## src/rtl/ws2812_drive.sv

```systemverilog
// rtl/ws2812_drive.sv - WS2812 serial driver for the 8x8 LED matrix
//
// Purpose: walks the frame pixel by pixel and bit by bit, presents the current
//   (cnt_pixel, cnt_bit) to the colour lookup, takes back its combinational bit and
//   encodes it as a WS2812 high/low pulse. Every frame ends with the latch low time.
// Ports:
//   sys_clk     in   system clock
//   sys_rst_n   in   asynchronous active-low reset
//   start       in   frame request, honoured only in IDLE
//   bit_in      in   colour bit for (cnt_pixel, cnt_bit), combinational from lookup
//   cnt_bit     out  bit index within pixel, 0 = MSB (G[7])
//   cnt_pixel   out  pixel index within frame
//   dout        out  WS2812 serial data line
//   busy        out  high while sending or latching
//   frame_done  out  one-cycle pulse at the end of the latch time
module ws2812_drive #(
   parameter int PIXEL_NUM    = 64,
   parameter int BIT_NUM      = 24,
   parameter int T_BIT        = 60,
   parameter int T0H          = 18,
   parameter int T1H          = 36,
   parameter int RST_CYC      = 15000,
   parameter bit AUTO_REFRESH = 1'b0
) (
   input  logic       sys_clk,
   input  logic       sys_rst_n,
   input  logic       start,
   input  logic       bit_in,
   output logic [4:0] cnt_bit,
   output logic [6:0] cnt_pixel,
   output logic       dout,
   output logic       busy,
   output logic       frame_done
);

   localparam int CYC_W = (T_BIT > 1) ? $clog2(T_BIT) : 1;
   localparam int RST_W = (RST_CYC > 1) ? $clog2(RST_CYC) : 1;

   typedef enum logic [1:0] {
      IDLE  = 2'd0,
      SEND  = 2'd1,
      LATCH = 2'd2
   } state_t;

   state_t state;
   state_t state_next;

   logic [CYC_W-1:0] cnt_cyc;
   logic [RST_W-1:0] cnt_rst;

   logic cyc_end;
   logic bit_end;
   logic pix_end;
   logic rst_end;
   logic dout_next;

   // Terminal-count decodes shared by the FSM and the counters.
   assign cyc_end = (cnt_cyc == CYC_W'(T_BIT - 1));
   assign bit_end = (cnt_bit == 5'(BIT_NUM - 1));
   assign pix_end = (cnt_pixel == 7'(PIXEL_NUM - 1));
   assign rst_end = (state == LATCH) && (cnt_rst == RST_W'(RST_CYC - 1));

   always_ff @(posedge sys_clk or negedge sys_rst_n) begin
      if (!sys_rst_n) begin
         state <= IDLE;
      end else begin
         state <= state_next;
      end
   end

   always_comb begin
      state_next = state;
      dout_next  = 1'b0;
      case (state)
         IDLE: begin
            if (start) begin
               state_next = SEND;
            end
         end
         SEND: begin
            // High time is chosen by the bit currently presented by the lookup.
            dout_next = (32'(cnt_cyc) < (bit_in ? T1H : T0H));
            if (cyc_end && bit_end && pix_end) begin
               state_next = LATCH;
            end
         end
         LATCH: begin
            if (rst_end) begin
               state_next = AUTO_REFRESH ? SEND : IDLE;
            end
         end
         default: begin
            state_next = IDLE;
         end
      endcase
   end

   // Slot, bit and pixel counters. Outside SEND they sit at zero so a new frame
   // always starts at pixel 0, bit 0, cycle 0 without extra setup.
   always_ff @(posedge sys_clk or negedge sys_rst_n) begin
      if (!sys_rst_n) begin
         cnt_cyc   <= '0;
         cnt_bit   <= '0;
         cnt_pixel <= '0;
      end else if (state == SEND) begin
         if (cyc_end) begin
            cnt_cyc <= '0;
            if (bit_end) begin
               cnt_bit   <= '0;
               cnt_pixel <= pix_end ? 7'd0 : cnt_pixel + 7'd1;
            end else begin
               cnt_bit <= cnt_bit + 5'd1;
            end
         end else begin
            cnt_cyc <= cnt_cyc + CYC_W'(1);
         end
      end else begin
         cnt_cyc   <= '0;
         cnt_bit   <= '0;
         cnt_pixel <= '0;
      end
   end

   always_ff @(posedge sys_clk or negedge sys_rst_n) begin
      if (!sys_rst_n) begin
         cnt_rst <= '0;
      end else if (state == LATCH && !rst_end) begin
         cnt_rst <= cnt_rst + RST_W'(1);
      end else begin
         cnt_rst <= '0;
      end
   end

   // Registered outputs: dout trails the counters by one cycle for every bit;
   // busy follows the next state so it lines up with the state register.
   always_ff @(posedge sys_clk or negedge sys_rst_n) begin
      if (!sys_rst_n) begin
         dout       <= 1'b0;
         busy       <= 1'b0;
         frame_done <= 1'b0;
      end else begin
         dout       <= dout_next;
         busy       <= (state_next != IDLE);
         frame_done <= rst_end;
      end
   end

endmodule

```

## config.mk

```make
export PLATFORM = sky130hd
export DESIGN_NAME = ws2812_drive
export DESIGN_NICKNAME = d
export VERILOG_FILES = /design/src/rtl/ws2812_drive.sv
export SDC_FILE = /design/constraint.sdc
export NUM_CORES = 1
export LEC_CHECK = 0
export BUFFER_PORTS_ARGS = -buffer_cell sky130_fd_sc_hd__buf_2
export CAP_MARGIN = 20
export CORE_ASPECT_RATIO = 0.9
export CORE_UTILIZATION = 50
export CTS_CLUSTER_DIAMETER = 150
export DETAILED_ROUTE_END_ITERATION = 12
export PLACE_DENSITY = 0.7
export SLEW_MARGIN = 40
export SYNTH_ARGS = -nofsm -noshare
export SYNTH_HDL_FRONTEND = slang
export SYNTH_SLANG_ARGS = --single-unit
```

## constraint.sdc

```tcl
create_clock -name sys_clk -period 1.7 [get_ports sys_clk]
set_input_delay 0.51 -clock sys_clk [delete_from_list [all_inputs] [get_ports sys_clk]]
set_output_delay 0.51 -clock sys_clk [all_outputs]
set_load 0.02 [all_outputs]
```

=== Yosys cells after proc, flatten, opt, wreduce, memory -nomap -nowiden ===
Index checks and enable logic that the tools add are counted.

* Register bits: 37
* Output and inout port bits: 15

* Add/sub/neg operators: 4
* $lt $le $gt $ge: 1
* Eq/ne operators: 8
* Multiplexer cells: 16
* Reductions and logical operators: 8

{| class="wikitable"
|+ Operators by type and width
! cell !! number
|-
| 7-bit two-way mux || 4
|-
| 6-bit two-way mux || 3
|-
| 5-bit two-way mux || 3
|-
| 14-bit by 1-bit adder with 14-bit output, second input constant || 1
|-
| 14-bit equality test, second input constant || 1
|-
| 14-bit two-way mux || 1
|-
| 7-bit by 1-bit adder with 7-bit output, second input constant || 1
|-
| 7-bit by 6-bit equality test with 1-bit output, second input constant || 1
|-
| 6-bit by 1-bit adder with 6-bit output, second input constant || 1
|-
| 6-bit equality test, second input constant || 1
|-
| 6-bit < comparator || 1
|-
| 2-bit two-way mux || 3
|-
| 2-bit one-hot mux with 3 select lines || 1
|-
| 5-bit by 1-bit adder with 5-bit output, second input constant || 1
|-
| 5-bit equality test, second input constant || 1
|-
| 1-bit logical AND || 4
|-
| 2-bit != test, second input constant || 2
|-
| 2-bit by 1-bit equality test with 1-bit output, second input constant || 1
|-
| 2-bit equality test, second input constant || 1
|-
| 2-bit logical NOT || 1
|-
| 2-bit AND reduction || 1
|-
| 2-bit nonzero test || 1
|-
| 1-bit logical NOT || 1
|-
| 1-bit two-way mux || 1
|}

=== Longest topological paths before layout ===
Gate-level depths: netlist of the first run.

* Depth after elaboration: 6
* Gate-level depth with buffers: 6
* Depth with buffers taken out: 6

=== Worst setup path after synthesis of the first run ===
Ideal clock, no wire load.

* Kind: register to register
* Start point: register cnt_bit[0]
* End point: register cnt_pixel[5]
* Library setup time: 0.078 ns
* Data arrival time: 1.846 ns
* Setup slack: -0.224 ns
* Stages on the path, launching flop included: 6
* Path buffers: 0
* Clock period less this slack: 1.924 ns
* Path through: dfrtp_1 > ha_1 > and4b_1 > nand3_1 > or4_1 > a21oi_1

* Longest elaborated chain between the ends: 3

{| class="wikitable"
|+ RTL lines
! element !! RTL line !! RTL
|-
| from (decl) || 29 || <nowiki>output logic [4:0] cnt_bit,</nowiki>
|-
| from (signal assigned) || 112 || <nowiki>cnt_bit <= cnt_bit + 5'd1;</nowiki>
|-
| 5-bit equality test || 59 || <nowiki>assign bit_end = (cnt_bit == 5'(BIT_NUM - 1));</nowiki>
|-
| 2-bit != test (no source line) || -- ||
|-
| 2-bit AND reduction (no source line) || -- ||
|-
| to (signal assigned) || 110 || <nowiki>cnt_pixel <= pix_end ? 7'd0 : cnt_pixel + 7'd1;</nowiki>
|-
| to (decl) || 30 || <nowiki>output logic [6:0] cnt_pixel,</nowiki>
|}

Every way passes these cells.
A chain may end at the register's enable or synchronous reset.

=== Worst setup path in the final report of the first run ===
* Start point: register cnt_rst[5]
* End point: register state[1]

* Longest elaborated chain between the ends: 4

{| class="wikitable"
|+ RTL lines
! element !! RTL line !! RTL
|-
| from (decl) || 49 || <nowiki>logic [RST_W-1:0] cnt_rst;</nowiki>
|-
| from (signal assigned) || 128 || <nowiki>cnt_rst <= cnt_rst + RST_W'(1);</nowiki>
|-
| 14-bit equality test || 61 || <nowiki>assign rst_end = (state == LATCH) && (cnt_rst == RST_W'(RST_CYC - 1));</nowiki>
|-
| 1-bit logical AND || 61 ||
|-
| 2-bit two-way mux || 88 || <nowiki>if (rst_end) begin</nowiki>
|-
| 2-bit one-hot mux with 3 select lines || 74 || <nowiki>case (state)</nowiki>
|-
| via state_next[1] || 46 || <nowiki>state_t state_next;</nowiki>
|-
| to (signal assigned) || 67 || <nowiki>state <= state_next;</nowiki>
|-
| to (decl) || 45 || <nowiki>state_t state;</nowiki>
|}

The timed path passes the listed nets, and every way through them passes these cells.

==> reports/metrics.yaml, run 1 <==
synth:
  syn_nets: 192
  netlist_instances: 181
  avgSynthCellArea_um2: 10.1
  synth_cell_type_count: 39
  ys_warn_count: 0
  yosysSeqAreaShare: 0.505
  synth-seq-cells: 37
  netlist_area_um2: 1830
route:
  vias: 1504
  vias_per_cell: 5.51
  remaining_drc_errors: 0
  firstDrtPassIters: 4
  wirelength_um: 3910
  wl_per_cell_um: 14.3
  final_antenna_net_count: 0
  dr.first_iter.drc_count: 64
placement:
  dpl.hpwl_um: 2840
  place_congestion: 0.790
  dp_slack_ns: -0.140
  dpl-instance-area_um2: 2150
  port_buffers: 18
  dp.cells: 261
grt:
  overflow: 0
  grt_pass1_wl_um: 6800
  grt_util_met3: 0.0654
  busiest_layer: "met1"
  use_met1: 0.365
  first_global_vias: 1403
  grt.total_usage: 0.242
  grt_max_degree: 21
  use_met2: 0.327
  grt_antenna_before_repair: 0
cells_and_area:
  final_common_cell: "dfrtp_1"
  final_cell_mix: "dfrtp_1, nor2_1, buf_4, buf_2, nand2_1"
  layout.nets: 239
  syn_to_final_growth_pct: 26.2
  final_area_um2: 2310
  drive_gt1_frac: 0.293
  instances_no_fill: 273
  n_antenna_cell: 0
timing:
  setup_slack_ns: -0.0732
  clock_skew_ns: 0.00694
  finalSetupTns_ns: -0.803
  fin_crit_sh: 1.04
  rsz0062_at_grt: "yes"
  fmax_mhz: 564
  setup-violations-final: 16
  min_period_ns: 1.77
  slew_headroom: 0.659
  hold_viol_final: 0
  final_max_slew_viol_count: 0
  tightest_slew_ns: 0.508
clock_network:
  clk_latency_ns: 0.29
  cts_tree: "done"
  cts_inserted_buffers: 5
  htree_num_levels: 2
  clock-sinks: 37
  cts-root-buf: "clkbuf_8"
  clock_path_buffers: 2
  clk_pin_slew_ns: 0.07
worst_hold_path:
  hold_class: "primary input to async pin"
setup_path:
  path_cells: "or4b_4, or4_4, nand3b_4, o31ai_2"
  crit_required_ns: 1.86
  worstSetupPathType: "flip-flop to flip-flop"
  worstSetupStartpointType: "flip-flop"
  r2r-end: "state[1]$_DFF_PN0_"
  rr_worst_depth: 4
  endpoint_kind: "flip-flop"
  reg2reg_slack_ns: -0.07
  crit_slowest_cell: "or4b_4"
  critPathMaxStageDelay_ns: 0.55
  cp.buffers_inverters: 0
  critPathTopFamily: "simple AND/OR/NAND/NOR gates"
  cp_max_fo: 8
  r2r-start: "cnt_rst[5]$_DFF_PN0_"
  arrival_ns: 1.94
floorplanning:
  die_y_um: 59.4
  coreArea_um2: 3430
  rows: 20
  io_pins: 19
  dieArea_um2: 3910
  start_util: 0.534
  dieWidth_um: 65.8
flow_run:
  drv_cap: 0
outcome:
  run_status: "finished, violations left"
  violations: "negative setup slack"
pwr:
  power_uw: 2210
  ir_drop_v: 0.000799
  p_leak_uw: 0.00103
  powerDensity_nw_per_um2: 957
## power by group
part | switching (uW) | total (uW) | internal (uW)
clock | 292 | 622 | 330
combinational | 261 | 495 | 234
sequential | 109 | 1090 | 986
total | 661 | 2210 | 1550
## through the flow
step	utilization	hold WS, ns
floorplan	-	0.214
global placement	0.627	0.446
detailed placement	0.627	0.463
CTS	0.660	0.173
global route	0.674	0.199
finish	0.674	0.169
## metal layers
metal | vias to the layer above | part of all wire
li1 | 731 | -
met1 | 725 | 0.49
met2 | 40 | 0.44
met3 | 8 | 0.050
met4 | 0 | 0.017
met5 | - | 0
## sequential cells by signal, indices dropped and copies added (netlist names)
| signal | cells |
|---|---|
| dout | 1 |
| cnt_pixel | 7 |
| busy | 1 |
| cnt_cyc | 6 |
| frame_done | 1 |
| cnt_bit | 5 |
| cnt_rst | 14 |
| state | 2 |
## worst max path at each step
stage | start | endpoint | slack [ns] | cells after the start
after floorplan | cnt_rst[3]$_DFF_PN0_ | state[1]$_DFF_PN0_ | -0.13 | 5
final | cnt_rst[5]$_DFF_PN0_ | state[1]$_DFF_PN0_ | -0.07 | 4
after global placement | cnt_rst[3]$_DFF_PN0_ | state[1]$_DFF_PN0_ | -0.10 | 4
after global routing | cnt_rst[5]$_DFF_PN0_ | state[1]$_DFF_PN0_ | -0.13 | 4
after CTS | cnt_rst[10]$_DFF_PN0_ | state[1]$_DFF_PN0_ | -0.09 | 4
after detailed placement | cnt_rst[10]$_DFF_PN0_ | state[1]$_DFF_PN0_ | -0.14 | 4
## cells by family after synthesis
kind of cell	after synthesis	synth area share
AO/OA/AOI/OAI	19	0.0635
adder cells (fa/ha/maj)	7	0.0478
buffers and inverters	4	0.0143
XOR/XNOR	19	0.0908
AND/OR/NAND/NOR	93	0.267
multiplexers	2	0.0109
flip-flops	37	0.505
## cell usage after synthesis (all sizes together)
cell type	n	area (um2)
dfrtp	37	926
nor2	30	113
nand2	17	63.8
nand3	13	65.1
xnor2	10	87.6
xor2	9	78.8
a21oi	7	35.0
ha	7	87.6
o21ai	5	25.0
nand4	4	25.0
nor4	4	25.0
or4	4	33.8
nor3	3	15.0
o31ai	3	27.5
and2	2	12.5
inv	2	7.51
mux2i	2	20.0
nand3b	2	27.5
nor2b	2	12.5
or3	2	12.5
a211oi	1	7.51
a21o	1	7.51
a31oi	1	6.26
and3	1	6.26
and3b	1	8.76
and4b	1	10.0
buf	1	15.0
clkbuf	1	3.75
nand2b	1	6.26
nand4b	1	8.76
nor3b	1	7.51
o21bai	1	7.51
or2	1	6.26
or3b	1	8.76
or4b	1	10.0
or4bb	1	11.3
## final cells by class
| class | instances | area, um2 |
|---|---|---|
| multi-input cells | 141 | 953 |
| fillers | 255 | 1120 |
| clock buffers | 8 | 90.1 |
| repair buffers | 41 | 275 |
| flip-flops and latches | 37 | 930 |
| well taps | 44 | 55.1 |
| inverters | 2 | 7.51 |
## repair_timing
action | in CTS | in global routing
setup endpoints to repair | 17 | 21
cloned | 1 | 0
setup buffers | 0 | 3
hold buffers | 0 | 0
pin swaps | 11 | 2
gates resized for setup | 2 | 9
No activity file was read; power rests on OpenSTA's default activity.
==> run 2, diff against run 1 <==
Settings changed: PLACE_DENSITY 0.7 to default, PLACE_DENSITY_LB_ADDON from default to 0.25.
==> run 2 against run 1 <==
Against the previous run: the flow still finishes with violations (negative setup slack); non-clock buffer count up 2; clock power grew 27%; critical path depth is the same; final area is 1.5% higher; sequential share of layout area shrank 0.65 points; count of clock-buffer cells in the layout down 1; wire length increased by 3.8%; first-iteration DRC count grew 13%; final cell count grew 0.73%; die area unchanged; worst hold slack better by 0.076 ns.
==> reports/metrics.yaml, run 2 (synthesis gave the netlist of run 1 again) <==
placement:
  dpl.hpwl_um: 2880  # +1.7%
  port_buffers: 18  # unchanged
  place_congestion: 0.862  # +9.1%
  dp_slack_ns: -0.142  # -0.00267 ns
grt:
  use_met2: 0.363  # +0.0364
  grt_antenna_before_repair: 0  # unchanged
  busiest_layer: "met2"
  grt.total_usage: 0.241  # -0.000416
  grt_util_met3: 0.0519  # -0.0135
  first_global_vias: 1459  # +4.0%
  overflow: 0  # unchanged
  use_met1: 0.334  # -0.0311
  grt_max_degree: 38  # +81%
  grt_pass1_wl_um: 6850  # +0.81%
floorplanning:
  coreArea_um2: 3430  # unchanged
  io_pins: 19  # unchanged
  start_util: 0.534  # unchanged
  dieWidth_um: 65.8  # unchanged
  dieArea_um2: 3910  # unchanged
  die_y_um: 59.4  # unchanged
  rows: 20  # unchanged
cells_and_area:
  largest_register: "cnt_rst"
  n_antenna_cell: 0  # unchanged
  final_common_cell: "dfrtp_1"
  layout.nets: 241  # +0.84%
  largest_reg_flops: 14  # unchanged
  reg_top3: "cnt_rst: 14 flops, cnt_pixel: 7 flops, cnt_cyc: 6 flops"
  final_cell_mix: "dfrtp_1, nor2_1, buf_4, buf_2, nand2_1"
  syn_to_final_growth_pct: 28.1
  drive_gt1_frac: 0.312  # +0.0191
timing:
  slew_headroom: 0.668  # +0.00986
  holdWs_ns: 0.245  # +0.0757 ns
  clock_skew_ns: 0.00317  # -0.00376 ns
  rsz0062_at_grt: "yes"
  tightest_slew_ns: 0.493  # -0.0147 ns
  final_max_slew_viol_count: 0  # unchanged
  fin_crit_sh: 1.05  # +0.00711
  setup_slack_ns: -0.0853  # -0.0121 ns
  hold_viol_final: 0  # unchanged
  setup-violations-final: 16  # unchanged
  fmax_mhz: 560  # -0.68%
  min_period_ns: 1.79  # +0.0121 ns
route:
  vias: 1539  # +2.3%
  wirelength_um: 4060  # +3.8%
  wl_per_cell_um: 14.7  # +3.1%
  final_antenna_net_count: 0  # unchanged
  dr.first_iter.drc_count: 72  # +13%
  vias_per_cell: 5.60  # +1.6%
  remaining_drc_errors: 0  # unchanged
  firstDrtPassIters: 4  # unchanged
setup_path:
  worstSetupStartpointType: "flip-flop"
  reg2reg_slack_ns: -0.09  # about the same
  worstSetupPathType: "flip-flop to flip-flop"
  r2r-end: "state[1]$_DFF_PN0_"
  r2r-start: "cnt_rst[3]$_DFF_PN0_"
  crit_required_ns: 1.87  # about the same
  arrival_ns: 1.96  # +0.02 ns
  rr_worst_depth: 4  # unchanged
  cp_max_fo: 8  # unchanged
  endpoint_kind: "flip-flop"
clock_network:
  clk_pin_slew_ns: 0.07  # about the same
  clk_latency_ns: 0.29  # about the same
  htree_num_levels: 2  # unchanged
  cts_inserted_buffers: 5  # unchanged
  cts-root-buf: "clkbuf_8"
  hold_buffers: 0  # unchanged
  cts_tree: "done"
  clock-sinks: 37  # unchanged
  clock_path_buffers: 2  # unchanged
pwr:
  power_uw: 2390  # +8.1%
  p_leak_uw: 0.00104  # +1.6%
  powerDensity_nw_per_um2: 1020  # +6.5%
  ir_drop_v: 0.000571  # -28%
flow_run:
  drv_cap: 0  # unchanged
outcome:
  run_status: "finished, violations left"
  violations: "negative setup slack"
worst_hold_path:
  hold_class: "primary input to async pin"
run 2: metrics by stage:
stage,std cells,util,area [um2],setup TNS (ns)
5_1_grt,275,0.684,2350,-1.76
4_1_cts,274,0.674,2310,-0.970
3_3_place_gp,265,0.632,2170,-1.24
6_report,275,0.684,2350,-1.02
3_5_place_dp,265,0.632,2170,-1.94
2_1_floorplan,181,-,1860,-1.17
run 2: critical path: stages (launching register included):
cell and delay (ns):
dfrtp_1 0.38, or4bb_1 0.50, or4_4 0.55, nand3b_4 0.16
o31ai_2 0.08
run 2: worst max path at each step:
stage                               startpoint                 end  slack, ns  depth (start not counted)
after detailed placement  cnt_rst[3]$_DFF_PN0_  state[1]$_DFF_PN0_      -0.14                          4
after global routing      cnt_rst[5]$_DFF_PN0_  state[1]$_DFF_PN0_      -0.13                          4
after CTS                 cnt_rst[3]$_DFF_PN0_  state[1]$_DFF_PN0_      -0.09                          4
after global placement    cnt_rst[3]$_DFF_PN0_  state[1]$_DFF_PN0_      -0.10                          4
after floorplan           cnt_rst[3]$_DFF_PN0_  state[1]$_DFF_PN0_      -0.13                          5
final                     cnt_rst[3]$_DFF_PN0_  state[1]$_DFF_PN0_      -0.09                          4
run 2: final cells by class:
class / count / area [um2]
Clock buffer: 7 / 86.3
Clock inverter: 1 / 30.0
Fill cell: 268 / 1080
Inverter: 2 / 7.51
Multi-Input combinational cell: 141 / 961
Sequential cell: 37 / 928
Tap cell: 44 / 55.1
Timing Repair Buffer: 43 / 278
run 2: routing by layer:
metal  share of wire  up-vias
li1                -      736
met3           0.042        8
met4           0.019        0
met5               0        -
met1            0.47      760
met2            0.47       35
run 2: repair_timing:
| item | 4_1_cts | 5_1_grt |
|---|---|---|
| resized for setup | 3 | 10 |
| setup buffers | 0 | 1 |
| pin swaps | 9 | 2 |
| gates cloned | 1 | 0 |
| endpoints found under the setup margin | 17 | 19 |
run 2: power breakdown:
part | switching [uW] | internal [uW]
Clock | 311 | 478
Combinational | 270 | 238
Sequential | 108 | 985
